### config.mk
export PLATFORM = sky130hd
export DESIGN_NAME = fifo_reader
export DESIGN_NICKNAME = d
export VERILOG_FILES = /design/src/rtl/fifo_reader.sv
export SDC_FILE = /design/constraint.sdc
export NUM_CORES = 1
export LEC_CHECK = 0
export CORE_MARGIN = 2
export CORE_UTILIZATION = 30
export DETAILED_ROUTE_END_ITERATION = 6
export PLACE_DENSITY = 0.53
export REMOVE_ABC_BUFFERS = 1
export SLEW_MARGIN = 5
export SYNTH_ARGS = -nofsm -noshare
export SYNTH_HDL_FRONTEND = slang
export SYNTH_SLANG_ARGS = --single-unit
### constraint.sdc
create_clock -name clk -period 2.75 [get_ports clk]
set_clock_uncertainty 0.15 [all_clocks]
set_input_delay 0.4125 -clock clk [delete_from_list [all_inputs] [get_ports clk]]
set_output_delay 0.4125 -clock clk [all_outputs]
set_load 0.01 [all_outputs]
### src/rtl/fifo_reader.sv
// rtl/fifo_reader.sv - read-side controller for the synchronous fifo with a 2-entry prefetch buffer
module fifo_reader #(
    parameter int width = 4,
    parameter int cnt_w = 16
) (
    input  logic             clk,
    input  logic             rst,
    input  logic             en,
    input  logic             empthy,
    input  logic [width-1:0] fifo_data,
    output logic             read,
    output logic [width-1:0] out_data,
    output logic             out_valid,
    input  logic             out_ready,
    output logic [cnt_w-1:0] word_cnt
);

    localparam logic [cnt_w-1:0] cnt_one = {{(cnt_w-1){1'b0}}, 1'b1};

    logic [width-1:0] buf0;
    logic [width-1:0] buf1;
    logic [width-1:0] buf0_nxt;
    logic [width-1:0] buf1_nxt;
    logic [1:0]       buf_count;
    logic             inflight;
    logic             pop;
    logic [1:0]       kept;
    logic [1:0]       occupancy;

    assign out_valid = (buf_count != 2'd0);
    assign out_data  = buf0;

    always_comb begin
        pop       = out_valid && out_ready;
        kept      = buf_count - {1'b0, pop};
        occupancy = kept + {1'b0, inflight};
        read      = !rst && en && !empthy && (occupancy < 2'd2);
    end

    // Shift only when a second word exists, so an emptied buffer keeps showing its last word.
    always_comb begin
        buf0_nxt = buf0;
        buf1_nxt = buf1;
        if (pop && (buf_count == 2'd2)) begin
            buf0_nxt = buf1;
        end
        if (inflight) begin
            if (kept == 2'd0) begin
                buf0_nxt = fifo_data;
            end else begin
                buf1_nxt = fifo_data;
            end
        end
    end

    always_ff @(posedge clk) begin
        if (rst) begin
            buf0      <= '0;
            buf1      <= '0;
            buf_count <= 2'd0;
            inflight  <= 1'b0;
            word_cnt  <= '0;
        end else begin
            buf0      <= buf0_nxt;
            buf1      <= buf1_nxt;
            buf_count <= occupancy;
            inflight  <= read;
            if (pop && (word_cnt != '1)) begin
                word_cnt <= word_cnt + cnt_one;
            end
        end
    end

endmodule

* Yosys cells after proc, flatten, opt, wreduce, memory -nomap -nowiden
Index checks and enable logic that the tools add are counted.
** Cells by class
- $add $sub $neg :: 3
- Order comparisons :: 1
- Equality and inequality tests :: 2
- Multiplexer cells :: 3
- Bitwise gates (word level) :: 1
- Reduce and logical (&&, ||, !) cells :: 11
** Operators with widths (count)
- 16-bit by 1-bit adder with 16-bit output, second input constant :: 1
- 16-bit != test, second input constant :: 1
- 4-bit two-way mux :: 3
- 1-bit logical AND :: 6
- 2-bit by 1-bit adder with 2-bit output :: 1
- 2-bit == test, second input constant :: 1
- 1-bit zero test :: 2
- 2-bit zero test :: 1
- 2-bit less-than comparator, second input constant :: 1
- 2-bit AND reduction :: 1
- 2-bit nonzero test :: 1
- 2-bit by 1-bit subtractor with 2-bit output :: 1
- 1-bit NOT :: 1
** Storage, ports and cells
- Register bits after elaboration :: 27
- Input bits :: 9
- Output and inout bits :: 22
- Word-level logic and storage cells :: 26

* Longest topological paths before layout
Gate-level depths: netlist of the first run.
- Depth after elaboration :: 6
- Gate-level depth with buffers :: 8
- Mapped depth without buffers :: 8

* Worst setup path before layout of the first run
No wires, ideal clock.
- Path kind :: register -> output
- Start :: register buf_count[1]
- End :: output read
- Arrival time :: 1.890 ns
- Required time :: 2.188 ns
- Slack :: 0.297 ns
- Cell stages (with the launch flop) :: 9
- Buffers on the path :: 0
- Cell sequence :: dfxtp_1 o21ai_2 inv_1 ha_1 inv_1 ha_1 xnor2_1 xnor2_1 nor4b_1
** On the way
- Word-level cells in the longest chain between the ends :: 6
** RTL lines
- start: declaration :: line 24 : logic [1:0] buf_count;
- start signal: assignment :: line 66 : buf_count <= occupancy;
- 2-bit nonzero test :: line 30 : assign out_valid = (buf_count != 2'd0);
- 1-bit logical AND :: line 34 : pop = out_valid && out_ready;
- 2-bit by 1-bit subtractor with 2-bit output * :: line 35 : kept = buf_count - {1'b0, pop};
- 2-bit by 1-bit adder with 2-bit output * :: line 36 : occupancy = kept + {1'b0, inflight};
- 2-bit less-than comparator * :: line 37 : read = !rst && en && !empthy && (occupancy < 2'd2);
- 1-bit logical AND * :: line 37
- end: declaration :: line 11 : output logic read,
Every way passes the cells marked *; elsewhere a longest branch is shown, timed or not.

* Worst setup path in the final report of the first run
Ends and elaborated chain as after synthesis.

==> results.toml, run 1 <==
[floorplanning]
dieArea_um2 = 4809
coreArea_um2 = 4058
die_w_um = 69.35
row_count = 23
initial_core_util_pct = 31.58
fp.dieH_um = 69.35
ioPinCount = 31

[clock_network]
clock_path_buffers = 2
cts-hold-fix-buffers = 0
clock-sinks = 27
clkLatencyLatePin_ns = 0.27
root_buffer = "clkbuf_8"
cts_buffers = 3
htree_levels = 1
tritoncts = "built"
clk_pin_slew_ns = 0.10

[critical_path]
cp_max_fo = 2
crit_family = "adder cells"
worstPathRequired_ns = 2.19
cp.arrival_ns = 2.03
path_depth = 9
startpoint_type = "flip-flop"
slowest_delay_ns = 0.34
r2r_slack_ns = 0.38
rr_endpoint = "word_cnt[1]$_SDFFE_PP0P_"
slowest_stage = "dfxtp_1"
crit_chain = "o21ai_2 -> inv_2 -> ha_4 -> inv_1 -> ha_2 -> xnor2_2 -> xnor2_1 -> nor4b_1 -> buf_2"
timing.rr.start = "word_cnt[0]$_SDFFE_PP0P_"
worst-r2r-cell-count = 6
timing.critical_path.buf_inv = 3
end_kind = "output port"
critPathKind = "flip-flop to output port"

[timing]
fin_crit_sh_pct = 94.42
fmax_mhz = 385.1
worst_slew_pin_slew_ns = 0.5330
hold_violations = 0
rsz0062_at_grt = "false"
layout_min_cycle_time_ns = 2.597
slew_headroom_pct = 64.19
tns_ns = 0
finalMaxSlewViolations = 0
setup_viol = 0

[pwr]
p_leak_nw = 0.6426
finalPower_mw = 0.9644
ir_drop_mv = 0.3004
p_per_area_nw_per_um2 = 554.9

[global_routing]
met3_usage_pct = 3.052
gr-usage-met2_pct = 21.05
use_met1_pct = 15.47
grt_pass1_wl_um = 4961
antenna_found_initial = 0
grt_max_degree = 29
grt_pass1_vias = 1086
grt_overflow_total = 0
grt_use_total_pct = 12.25
grt-busiest-layer = "met2"

[yosys]
seq_area_frac_synth_pct = 42.19
yosys.area.top_type = "dfxtp_1"
yosys.cell_types.count = 36
yosys_warnings = 0
synth_seq_cells = 27
synthTopCellsByArea = "dfxtp_1, mux2i_1, a21oi_1, nor2_1, a211oi_1"
synth_top_area_share_pct = 42.19
syn_area_um2 = 1281
synth.avg_cell_area_um2 = 9.352
syn_inst = 137

[final_layout]
syn_to_final_growth_pct = 35.64
drive_above_1_share_pct = 14.45
fin_nets = 186
diodes = 0
fillers = 401

[worst_hold_path]
min_from = "buf1[0]$_SDFFE_PP0P_"
hold_path.class = "flip-flop to flip-flop"
whs_path_depth = 2
min_to = "buf1[0]$_SDFFE_PP0P_"

[routing]
drtAntennaViolNets = 0
drtPass1Iterations = 4
routed_via_density = 5.112
drt-initial-drc-count = 41
route.detailed.drc = 0
wl_per_cell_um = 12.85
via_count = 1140
drt_wl_total_um = 2865

[placement]
io_buffers = 30
dpl.hpwl_um = 2079
gp_congestion = 0.7470

[outcome]
status = "completed"

[flow_run]
max-cap-violations = 0
==> power by group <==
part	internal, mW	leakage [nW]	switching (mW)
registers	0.422	0.218	0.0239
logic	0.156	0.403	0.129
clock network	0.103	0.0217	0.130
total	0.681	0.643	0.284
==> cell usage after synthesis <==
cell type  instances
a41oi_1            1
o31ai_1            5
xnor2_1            2
a41o_1             1
a211oi_1           5
o21ai_1            1
a21oi_1           12
ha_1               3
nor2_1            13
nand4_1            1
nor2b_1            3
xor2_1             1
or4_1              4
inv_1              6
buf_2              1
mux2i_1            9
dfxtp_1           27
or4_4              1
nand4_2            1
or3_1              4
o21ai_0            5
o41ai_4            1
or3_2              1
nor4_1             3
nand4_4            1
nor4b_1            2
nor3_1             3
nand3b_1           1
clkbuf_1           3
or2_2              2
nand2_1            4
or4_2              1
mux2_2             1
nand3_1            6
and4b_1            1
o21ai_2            1
==> sequential cells by signal (all words and copies together) (netlist names) <==
name       flops
buf1           4
buf_count      2
inflight       1
out_data       4
word_cnt      16
==> stage by stage <==
| step | instances | hold WS, ns | setup WS (ns) | area [um^2] | utilization, % |
|---|---|---|---|---|---|
| 5_1_grt | 223 | 0.4159 | 0.01495 | 1738 | 42.83 |
| 2_1_floorplan | 133 | 0.3127 | 0.2974 | 1265 | - |
| 6_report | 223 | 0.3690 | 0.1535 | 1738 | 42.83 |
| 3_5_place_dp | 219 | 0.3443 | -0.5183 | 1673 | 41.23 |
| 3_3_place_gp | 219 | 0.3255 | -0.4238 | 1673 | 41.23 |
| 4_1_cts | 223 | 0.3745 | 0.09555 | 1738 | 42.83 |
==> repair_timing <==
| item | 4_1_cts | 5_1_grt |
|---|---|---|
| gates resized for setup | 10 | 0 |
| pin swaps | 1 | 1 |
| endpoints found under the setup margin | 1 | 1 |
| buffers inserted | 0 | 0 |
==> routing by layer <==
layer  up-vias  wire length, um
met5         -                0
met2        22             1403
met3         2              131
met1       533             1317
li1        583                -
met4         0               12
==> placed cells by master, fill, tap and decap left out, drive strengths merged, types with 5 or more instances in the layout <==
master,instances
mux2i,9
a211oi,5
inv,6
dfxtp,27
or4,6
o21ai,7
o31ai,5
a21oi,12
nand3,6
nor2,13
or3,5
buf,7
clkdlybuf4s50,28
==> worst max path at each step <==
stage / slack (ns) / from / endpoint
3_3_place_gp: -0.42 / out_ready / read
3_5_place_dp: -0.52 / out_ready / read
6_report: 0.15 / buf_count[1]$_SDFF_PP0_ / read
2_1_floorplan: 0.30 / buf_count[1]$_SDFF_PP0_ / read
5_1_grt: 0.01 / buf_count[0]$_SDFF_PP0_ / read
4_1_cts: 0.1 / buf_count[1]$_SDFF_PP0_ / read
==> cells by family after synthesis <==
group	Yosys count	synth area share, %
and+or+nand+nor	52	24.71
AOI/OAI and AO/OA	32	17.19
DFF	27	42.19
buffers and inverters	10	3.027
muxes	10	7.910
xor gates and xnor gates	3	2.051
adders and majority gates	3	2.930
==> worst register-to-register path: cells and delay by family (launching register included) <==
kind	cells	cell delay, ns
AOI/OAI and AO/OA	1	0.66
adders and majority gates	1	0.24
buffers and inverters	1	0.26
DFF	1	0.43
muxes	1	0.19
and+or+nand+nor	2	0.34
==> cell type report <==
cell class	count	area, um^2	area share (%)
clock buffer	3	41.29	2.376
multi-input combinational	100	724.4	41.68
inverter	6	22.52	1.296
tap	50	62.56	3.600
clock inverter	1	7.507	0.4320
timing repair buffer	36	339.1	19.51
sequential	27	540.5	31.10
Note: power is estimated with default switching activity, not from simulation.
==> run 2, diff against run 1 <==
--- a/config.mk
+++ b/config.mk
@@ -7,6 +7,7 @@
 export LEC_CHECK = 0
 export CORE_MARGIN = 2
 export CORE_UTILIZATION = 30
+export CTS_CLUSTER_SIZE = 20
 export DETAILED_ROUTE_END_ITERATION = 6
 export PLACE_DENSITY = 0.53
 export REMOVE_ABC_BUFFERS = 1
==> results of run 2 <==
Same layout as run 1: the final DEF is identical, and so are final timing and power.
==> run 3, diff against run 2 <==
--- a/config.mk
+++ b/config.mk
@@ -5,7 +5,7 @@
 export SDC_FILE = /design/constraint.sdc
 export NUM_CORES = 1
 export LEC_CHECK = 0
-export CORE_MARGIN = 2
+export CORE_MARGIN = 1.5
 export CORE_UTILIZATION = 30
 export CTS_CLUSTER_SIZE = 20
 export DETAILED_ROUTE_END_ITERATION = 6
==> run 3 against run 2 <==
  * Combinational power is 5% higher
  * Fmax is 1.3% lower
  * Sequential share of layout area is 0.28 points lower
  * Register-to-register slack better by 0.02 ns
  * Total power is 1.2% higher
  * Clock-buffer cell count stayed put
  * Non-clock buffer count is 1 higher
  * Clock power hardly changed
  * First-iteration DRC count is 41% higher
  * Wire length is 1.8% higher
  * Critical endpoint unchanged
  * Largest power group unchanged
==> results.toml, run 3 (synthesized netlist as in run 1, its figures left out) <==
[outcome]
status = "completed"

[clock_network]
root_buffer = "clkbuf_8"
clock-sinks = 27
clk_pin_slew_ns = 0.10
cts-hold-fix-buffers = 0
htree_levels = 1
tritoncts = "built"
clock_path_buffers = 2
cts_buffers = 3
clkLatencyLatePin_ns = 0.27

[floorplanning]
die_w_um = 68.35
ioPinCount = 31
coreArea_um2 = 4058
initial_core_util_pct = 31.58
dieArea_um2 = 4672
row_count = 23
fp.dieH_um = 68.35

[routing]
drtAntennaViolNets = 0
via_count = 1170
drtPass1Iterations = 4
route.detailed.drc = 0
wl_per_cell_um = 13.02
routed_via_density = 5.223
drt-initial-drc-count = 58
drt_wl_total_um = 2917

[placement]
io_buffers = 30
dp_cells = 219
place_ws_ns = -0.5268
dpl.hpwl_um = 2122
gp_congestion = 0.7537

[critical_path]
cp.arrival_ns = 2.07
startpoint_type = "flip-flop"
timing.rr.start = "word_cnt[0]$_SDFFE_PP0P_"
critPathKind = "flip-flop to output port"
end_kind = "output port"
worstPathRequired_ns = 2.19
critPathLaunch = "buf_count[0]$_SDFF_PP0_"
cp_max_fo = 3
r2r_slack_ns = 0.40
worst-r2r-cell-count = 6

[pwr]
finalPower_mw = 0.9755
ir_drop_mv = 0.2890
p_leak_nw = 0.6596
p_per_area_nw_per_um2 = 554.9

[timing]
setup_slack_ns = 0.1182
rsz0062_at_grt = "false"
layout_min_cycle_time_ns = 2.632
final.hold.worst_slack_ns = 0.3569
worst_slew_pin_slew_ns = 0.5277
finalMaxSlewViolations = 0
setup_viol = 0
fmax_mhz = 380.0
fin_crit_sh_pct = 95.70
slew_headroom_pct = 64.55
hold_violations = 0

[global_routing]
grt_overflow_total = 0
grt_pass1_wl_um = 4830
grt_pass1_vias = 1095
grt_use_total_pct = 13.37
antenna_found_initial = 0
grt_max_degree = 29

[final_layout]
largest_register = "word_cnt"
instances_no_fill = 224
largest_reg_flops = 16
syn_to_final_growth_pct = 37.21
fin_nets = 187
layout_commonest_cell = "clkdlybuf4s50_1"
final_cell_mix = "clkdlybuf4s50_1, dfxtp_1, nor2_1"
diodes = 0
drive_above_1_share_pct = 16.67

[worst_hold_path]
whs_path_depth = 2
min_from = "buf1[3]$_SDFFE_PP0P_"
hold_path.class = "flip-flop to flip-flop"

[flow_run]
max-cap-violations = 0
-- run 3: final timing paths --
check | endpoint
worst max-delay path | read
worst min-delay path | buf1[3]$_SDFFE_PP0P_
worst min register to register | buf1[3]$_SDFFE_PP0P_
worst max register to register | word_cnt[1]$_SDFFE_PP0P_
-- run 3: power by group --
group	internal [mW]	switching [mW]
Clock	0.102	0.128
Sequential	0.423	0.0243
Combinational	0.166	0.132
Total	0.691	0.285
-- run 3: per-stage QoR --
stage / instance area [um^2] / utilization, % / TNS [ns]
finish: 1758 / 43.32 / 0
global route: 1758 / 43.32 / 0
CTS: 1739 / 42.86 / 0
detailed placement: 1673 / 41.23 / -0.5268
global placement: 1673 / 41.23 / -0.4229
floorplan: 1265 / - / 0
-- run 3: critical path: stages, from the launching register on --
cell     delay (ns)
dfxtp_2        0.34
o21ai_2        0.17
inv_2          0.07
ha_4           0.27
inv_1          0.05
ha_2           0.18
xnor2_2        0.15
xnor2_2        0.16
nor4b_2        0.25
buf_2          0.17
-- run 3: layer usage --
metal  up-vias  global-route usage [%]  wire [um]
li1        586                       -          -
met1       552                   15.84       1293
met2        28                   24.64       1499
met3         4                   2.632        104
met4         0                   3.000         19
met5         -                       0          0
-- run 3: repair_timing --
item                                    CTS  global route
endpoints found under the setup margin    1             1
resized for setup                         9             4
pin swaps                                 3             2
buffers inserted                          1             0
-- run 3: area by class of cell --
type	instances	area, um^2
Fill cell	422	2300
Multi-Input combinational cell	100	738.2
Sequential cell	27	541.8
Timing Repair Buffer	37	346.6
Tap cell	50	62.56
Clock buffer	3	41.29
Inverter	6	22.52
Clock inverter	1	5.005
